==> src/rtl/display_queue_if.sv <==
// Bus-side bundle of the paced display queue: write strobe/data in, queue status and pins out.
interface display_queue_if #(
    parameter int DATA_WIDTH = 16,
    parameter int OUT_WIDTH  = 8,
    parameter int DEPTH      = 4
);
    localparam int CNT_W = $clog2(DEPTH + 1);

    logic                  in_en;
    logic [DATA_WIDTH-1:0] in;
    logic                  full;
    logic                  empty;
    logic [CNT_W-1:0]      count;
    logic                  busy;
    logic                  overflow;
    logic [OUT_WIDTH-1:0]  out;

    modport master (
        output in_en, in,
        input  full, empty, count, busy, overflow, out
    );

    modport slave (
        input  in_en, in,
        output full, empty, count, busy, overflow, out
    );
endinterface

==> src/rtl/display_queue.sv <==
// Queued, paced LED output: bus words are buffered in a FIFO and shown slice by slice, each slice held HOLD_CYCLES.
// DISPLAY_QUEUE_SPLIT_EN: defined -> every OUT_WIDTH slice shown MS first; undefined -> only the low slice is shown.
module display_queue #(
    parameter int                   DATA_WIDTH  = 16,
    parameter int                   OUT_WIDTH   = 8,
    parameter int                   DEPTH       = 4,
    parameter int                   HOLD_CYCLES = 1000,
    parameter logic [OUT_WIDTH-1:0] RESET_VALUE = 8'h55
) (
    input  logic            clk,
    input  logic            rst,
    display_queue_if.slave  bus
);
`ifdef DISPLAY_QUEUE_SPLIT_EN
    localparam int SLICES = DATA_WIDTH / OUT_WIDTH;
`else
    localparam int SLICES = 1;
`endif
    localparam int PTR_W  = $clog2(DEPTH);
    localparam int CNT_W  = $clog2(DEPTH + 1);
    localparam int SLC_W  = (SLICES > 1) ? $clog2(SLICES) : 1;
    localparam int HOLD_W = (HOLD_CYCLES > 1) ? $clog2(HOLD_CYCLES) : 1;
    // Unsplit mode parks the low slice at the top so one extraction path serves both builds.
    localparam int ALIGN  = (SLICES == 1) ? (DATA_WIDTH - OUT_WIDTH) : 0;

    localparam logic [HOLD_W-1:0] HOLD_RELOAD = HOLD_W'(HOLD_CYCLES - 1);
    localparam logic [SLC_W-1:0]  LAST_SLICE  = SLC_W'(SLICES - 1);
    localparam logic [CNT_W-1:0]  DEPTH_CNT   = CNT_W'(DEPTH);

    typedef enum logic [0:0] {
        ST_IDLE = 1'b0,
        ST_HOLD = 1'b1
    } state_e;

    logic [DATA_WIDTH-1:0] mem_q [DEPTH];
    logic [PTR_W-1:0]      wr_ptr_q, wr_ptr_d, rd_ptr_q, rd_ptr_d;
    logic [CNT_W-1:0]      count_q, count_d;
    logic                  full_q, full_d, empty_q, empty_d;
    logic                  overflow_q, overflow_d;
    state_e                state_q, state_d;
    logic [DATA_WIDTH-1:0] shift_q, shift_d;
    logic [SLC_W-1:0]      slice_q, slice_d;
    logic [HOLD_W-1:0]     hold_q, hold_d;
    logic [OUT_WIDTH-1:0]  out_q, out_d;
    logic                  busy_q, busy_d;
    logic                  push_s, pop_s;
    logic [DATA_WIDTH-1:0] head_s;

    // FIFO bookkeeping: full is the pre-edge value, so a same-cycle pop never rescues a write.
    always_comb begin
        push_s     = bus.in_en & ~full_q;
        overflow_d = overflow_q | (bus.in_en & full_q);
        wr_ptr_d   = push_s ? (wr_ptr_q + PTR_W'(1)) : wr_ptr_q;
        rd_ptr_d   = pop_s  ? (rd_ptr_q + PTR_W'(1)) : rd_ptr_q;
        case ({push_s, pop_s})
            2'b10:   count_d = count_q + CNT_W'(1);
            2'b01:   count_d = count_q - CNT_W'(1);
            default: count_d = count_q;
        endcase
        full_d  = (count_d == DEPTH_CNT);
        empty_d = (count_d == '0);
    end

    // Display FSM: pops the head, walks slices MS first and reloads the hold counter per slice.
    always_comb begin
        head_s  = mem_q[rd_ptr_q] << ALIGN;
        state_d = state_q;
        shift_d = shift_q;
        slice_d = slice_q;
        hold_d  = hold_q;
        out_d   = out_q;
        pop_s   = 1'b0;
        case (state_q)
            ST_IDLE: begin
                if (count_q != '0) begin
                    pop_s   = 1'b1;
                    shift_d = head_s;
                    slice_d = '0;
                    out_d   = head_s[DATA_WIDTH-1 -: OUT_WIDTH];
                    hold_d  = HOLD_RELOAD;
                    state_d = ST_HOLD;
                end else begin
                    state_d = ST_IDLE;
                end
            end
            ST_HOLD: begin
                if (hold_q != '0) begin
                    hold_d = hold_q - HOLD_W'(1);
                end else if (slice_q != LAST_SLICE) begin
                    shift_d = shift_q << OUT_WIDTH;
                    slice_d = slice_q + SLC_W'(1);
                    out_d   = shift_d[DATA_WIDTH-1 -: OUT_WIDTH];
                    hold_d  = HOLD_RELOAD;
                end else if (count_q != '0) begin
                    pop_s   = 1'b1;
                    shift_d = head_s;
                    slice_d = '0;
                    out_d   = head_s[DATA_WIDTH-1 -: OUT_WIDTH];
                    hold_d  = HOLD_RELOAD;
                end else begin
                    state_d = ST_IDLE;
                end
            end
            default: begin
                state_d = ST_IDLE;
            end
        endcase
        busy_d = (state_d == ST_HOLD);
    end

    // State, pointer and output registers with synchronous reset.
    always_ff @(posedge clk) begin
        if (rst) begin
            wr_ptr_q   <= '0;
            rd_ptr_q   <= '0;
            count_q    <= '0;
            full_q     <= 1'b0;
            empty_q    <= 1'b1;
            overflow_q <= 1'b0;
            state_q    <= ST_IDLE;
            shift_q    <= '0;
            slice_q    <= '0;
            hold_q     <= '0;
            out_q      <= RESET_VALUE;
            busy_q     <= 1'b0;
        end else begin
            wr_ptr_q   <= wr_ptr_d;
            rd_ptr_q   <= rd_ptr_d;
            count_q    <= count_d;
            full_q     <= full_d;
            empty_q    <= empty_d;
            overflow_q <= overflow_d;
            state_q    <= state_d;
            shift_q    <= shift_d;
            slice_q    <= slice_d;
            hold_q     <= hold_d;
            out_q      <= out_d;
            busy_q     <= busy_d;
        end
    end

    // FIFO storage; contents need no reset since the pointers gate every read.
    always_ff @(posedge clk) begin
        if (push_s && !rst) begin
            mem_q[wr_ptr_q] <= bus.in;
        end
    end

    assign bus.full     = full_q;
    assign bus.empty    = empty_q;
    assign bus.count    = count_q;
    assign bus.busy     = busy_q;
    assign bus.overflow = overflow_q;
    assign bus.out      = out_q;
endmodule

==> src/flat_wrapper.sv <==
// flat-port wrapper written by rule: the top's interface ports become plain ports
module display_queue_flat 
#(
    parameter int                   DATA_WIDTH  = 16,
    parameter int                   OUT_WIDTH   = 8,
    parameter int                   DEPTH       = 4,
    parameter int                   HOLD_CYCLES = 1000,
    parameter logic [OUT_WIDTH-1:0] RESET_VALUE = 8'h55
)
  (clk, rst, bus_in_en, bus_in, bus_full, bus_empty, bus_count, bus_busy, bus_overflow, bus_out);
  display_queue_if #(.DATA_WIDTH(DATA_WIDTH), .OUT_WIDTH(OUT_WIDTH), .DEPTH(DEPTH)) bus_i ();
  input  logic clk;
  input  logic rst;
  input wire logic [$bits(bus_i.in_en)-1:0] bus_in_en;
  input wire logic [$bits(bus_i.in)-1:0] bus_in;
  output wire logic [$bits(bus_i.full)-1:0] bus_full;
  output wire logic [$bits(bus_i.empty)-1:0] bus_empty;
  output wire logic [$bits(bus_i.count)-1:0] bus_count;
  output wire logic [$bits(bus_i.busy)-1:0] bus_busy;
  output wire logic [$bits(bus_i.overflow)-1:0] bus_overflow;
  output wire logic [$bits(bus_i.out)-1:0] bus_out;
  assign bus_i.in_en = bus_in_en;
  assign bus_i.in = bus_in;
  assign bus_full = bus_i.full;
  assign bus_empty = bus_i.empty;
  assign bus_count = bus_i.count;
  assign bus_busy = bus_i.busy;
  assign bus_overflow = bus_i.overflow;
  assign bus_out = bus_i.out;
  display_queue #(.DATA_WIDTH(DATA_WIDTH), .OUT_WIDTH(OUT_WIDTH), .DEPTH(DEPTH), .HOLD_CYCLES(HOLD_CYCLES), .RESET_VALUE(RESET_VALUE)) u_core (.clk(clk), .rst(rst), .bus(bus_i));
endmodule
==> config.mk <==
export PLATFORM = sky130hd
export DESIGN_NAME = display_queue_flat
export DESIGN_NICKNAME = d
export VERILOG_FILES = /design/src/rtl/display_queue_if.sv /design/src/rtl/display_queue.sv /design/src/flat_wrapper.sv
export SDC_FILE = /design/constraint.sdc
export NUM_CORES = 1
export LEC_CHECK = 0
export BUFFER_PORTS_ARGS = -buffer_cell sky130_fd_sc_hd__buf_2
export CAP_MARGIN = 20
export CORE_MARGIN = 10
export CORE_UTILIZATION = 56
export CTS_CLUSTER_SIZE = 16
export DETAILED_ROUTE_END_ITERATION = 6
export PLACE_DENSITY = 0.87
export SLEW_MARGIN = 5
export SYNTH_ARGS = -nofsm -noshare
export SYNTH_HDL_FRONTEND = slang
export SYNTH_SLANG_ARGS = --single-unit
==> constraint.sdc <==
create_clock -name clk -period 3.22 [get_ports clk]
set_input_delay 0.644 -clock clk [delete_from_list [all_inputs] [get_ports clk]]
set_output_delay 0.644 -clock clk [all_outputs]
set_load 0.01 [all_outputs]
==> results.json <==
{
  "outcome": "finished, final reports clean",
  "htreeDepth": 3,
  "final_nets": 265,
  "die_x_um": 88.55,
  "hold_viol_final": 0,
  "crit_arrival_ps": 3180,
  "max_stage_delay_ps": 380,
  "num-fill-cells": 322,
  "top_layer_used": "met4",
  "intPower_mw": 1.883,
  "io_buffers": 25,
  "ir_worst_vdd_mv": 0.7480,
  "grt_max_degree": 32,
  "stdcell_area_mm2": 0.002998,
  "path_max_fanout": 6,
  "synthCells": 206,
  "synth_edf_count": 32,
  "core-area_mm2": 0.004444,
  "worstSetupPathType": "flop to flop",
  "tns_ps": 0,
  "synth_cell_types": 44,
  "clockPowerShare_pct": 21.9,
  "synth_most_common_cell": "edfxtp_1",
  "drv_slew": 0,
  "clk_path_buf_depth": 2,
  "setup_viol": 0,
  "switching_share_pct": 36.72,
  "worstPathCellList": "inv_1 > ha_1 > nor2b_1 > a31o_2 > nand2_2 > inv_2 > ha_1 > inv_1 > fa_1 > xor2_1 > or3_1 > a21o_1 > o21a_1",
  "die_y_um": 88.55,
  "whs_ps": 460.6,
  "slew_headroom_pct": 61.94,
  "antenna_found_initial": 0,
  "clk_latency_ps": 340,
  "syn-num-nets": 233,
  "start_util_pct": 59.21,
  "postLayoutSetupSlackWorst_ps": 278.4,
  "overflow": 0,
  "cp_data_required_time_ps": 3460,
  "synth_top_cell_by_area": "edfxtp_1",
  "share_comb_of_total_power_pct": 36.9,
  "total_power_mw": 2.975,
  "cts_made_buffers": 9,
  "drtAntennaViolNets": 0,
  "crit_path_top_delay_cell": "fa_1",
  "yosys_register_bits": 63,
  "synth-async-reset-ratio_pct": 0,
  "cp-end-kind": "flop",
  "wl_met1_um": 2160,
  "grt_pass1_vias": 1733,
  "synth_warnings": 0,
  "p_leak_nw": 1.133,
  "place_worst_setup_slack_ps": 322.0,
  "synthFlopType": "edfxtp_1",
  "firstDrtPassIters": 4,
  "vias": 1761,
  "syn_area_mm2": 0.002631,
  "fin_worst_skew_ps": 10.82,
  "fin_crit_sh_pct": 91.35,
  "avgSynthCellArea_um2": 12.77,
  "dpl.hpwl_um": 3380,
  "power_density_mw_per_mm2": 992.5,
  "globalplace.congestion": 0.8101,
  "cts_resized": 0,
  "post_cts_buffers": 0,
  "worstSetupStartpointType": "flop",
  "ios": 34,
  "placedInstanceArea_mm2": 0.002804,
  "cap_violations": 0,
  "yosys-top-cells-area": "edfxtp_1, dfxtp_1, mux4_2",
  "hold_class": "flop to flop",
  "path_clk_slew_ps": 70,
  "rsz0062_at_grt": "false",
  "cts_tree": "yes",
  "wl_met2_um": 2621,
  "switchingPower_mw": 1.093,
  "synth.yosys.seq_area_share_pct": 60.10,
  "via_per_inst": 5.969,
  "wl_met3_um": 392,
  "cts_sinks": 63,
  "area_delta_synth_final_pct": 13.93,
  "drcViolationCount": 0,
  "synth_top_area_share_pct": 36.52,
  "p_seq_share_pct": 41.1,
  "worstMarginPinSlew_ps": 570.9,
  "dieArea_mm2": 0.007840,
  "post-route-min-period_ps": 2942,
  "max_freq_mhz": 340.0,
  "wl_um": 5227,
  "drive_gt1_share_pct": 23.87,
  "drt-initial-drc-count": 162,
  "grtUsageTotal_pct": 14.61,
  "grt_pass1_wl_um": 8604,
  "cts_hold_buf": 0,
  "ys_top_cells_by_count": "edfxtp_1, dfxtp_1, inv_1, a21oi_1, nor2_1",
  "clock_tree.root_cell": "clkbuf_8",
  "row_count": 24,
  "wl_per_cell_um": 17.72,
  "antennaDiodeCount": 0
}
-- path summary, 6_finish.rpt --
check / slack [ps] / to / cells after the start / start
setup / recovery: 280 / u_core.bus.empty$_SDFF_PP1_ / 13 / u_core.hold_q[0]$_SDFF_PP0_
setup reg to reg: 280 / u_core.bus.empty$_SDFF_PP1_ / 13 / u_core.hold_q[0]$_SDFF_PP0_
hold / removal: 460 / flop / 1 / flop
hold reg to reg: 460 / flop / 1 / flop
-- cell type report --
cell class / count / area [µm²] / area share (%)
inverter: 13 / 48.80 / 1.628
clock inverter: 6 / 61.31 / 2.045
tap: 52 / 65.06 / 2.170
timing repair buffer: 29 / 152.6 / 5.092
sequential: 63 / 1582 / 52.75
clock buffer: 10 / 127.6 / 4.257
multi-input combinational: 122 / 960.9 / 32.05
-- placed cells by master, fill, tap and decap left out, types with 3 or more instances in the layout --
master    synthesis  layout
and3_1            6       6
nand3_1           8       8
a211o_1           4       4
a311oi_1          3       3
a31oi_1           7       7
clkbuf_8          0       9
nor2_1           10      10
ha_1              7       7
a21oi_1          11      11
buf_2             2      26
nand2_1           5       5
o21ai_1           5       5
edfxtp_1         32      32
or3_1             4       4
dfxtp_1          31      31
nor2b_1           4       4
inv_1            12      12
and2_1            5       5
mux4_2            8       8
buf_4             0       3
nor3_1            9       9
-- power by group through the flow --
stage / registers [mW] / clock network (mW) / logic, mW
final: 1.22 / 0.653 / 1.10
after global routing: 1.25 / 0.702 / 1.21
after CTS: 1.22 / 0.664 / 1.10
after global placement: 1.22 / 0 / 1.05
after floorplan: 1.20 / 0 / 0.798
after detailed placement: 1.23 / 0 / 1.08
-- per-stage QoR --
stage	util, %	cells
after detailed placement	63.09	278
after floorplan	-	206
after global routing	67.46	295
final	67.46	295
after global placement	63.09	278
after CTS	67.34	294
-- layer usage --
| layer | global-route usage [%] | vias to the layer above |
|---|---|---|
| li1 | - | 840 |
| met1 | 17.88 | 862 |
| met2 | 23.71 | 51 |
| met3 | 4.963 | 8 |
| met4 | 4.846 | 0 |
| met5 | 0 | - |
-- cells by family (layout without fill, tap and decap cells) --
| logic type | Yosys count | after routing | synth area share (%) |
|---|---|---|---|
| buffers and inverters | 21 | 58 | 3.376 |
| and+or+nand+nor | 60 | 60 | 13.46 |
| AOI/OAI and AO/OA | 43 | 43 | 11.03 |
| muxes | 9 | 9 | 7.275 |
| adders and majority gates | 8 | 8 | 4.089 |
| DFF | 63 | 63 | 60.10 |
| xor gates and xnor gates | 2 | 2 | 0.6658 |
-- critical path: cells and delay by family (launching register included) --
| family | cells | cell delay [ps] |
|---|---|---|
| adder cells (fa/ha/maj) | 3 | 750 |
| AO/OA/AOI/OAI | 3 | 540 |
| XOR/XNOR | 1 | 160 |
| buffers and inverters | 3 | 290 |
| AND/OR/NAND/NOR | 3 | 720 |
| flip-flops | 1 | 360 |
No activity file was read; power rests on OpenSTA's default activity.
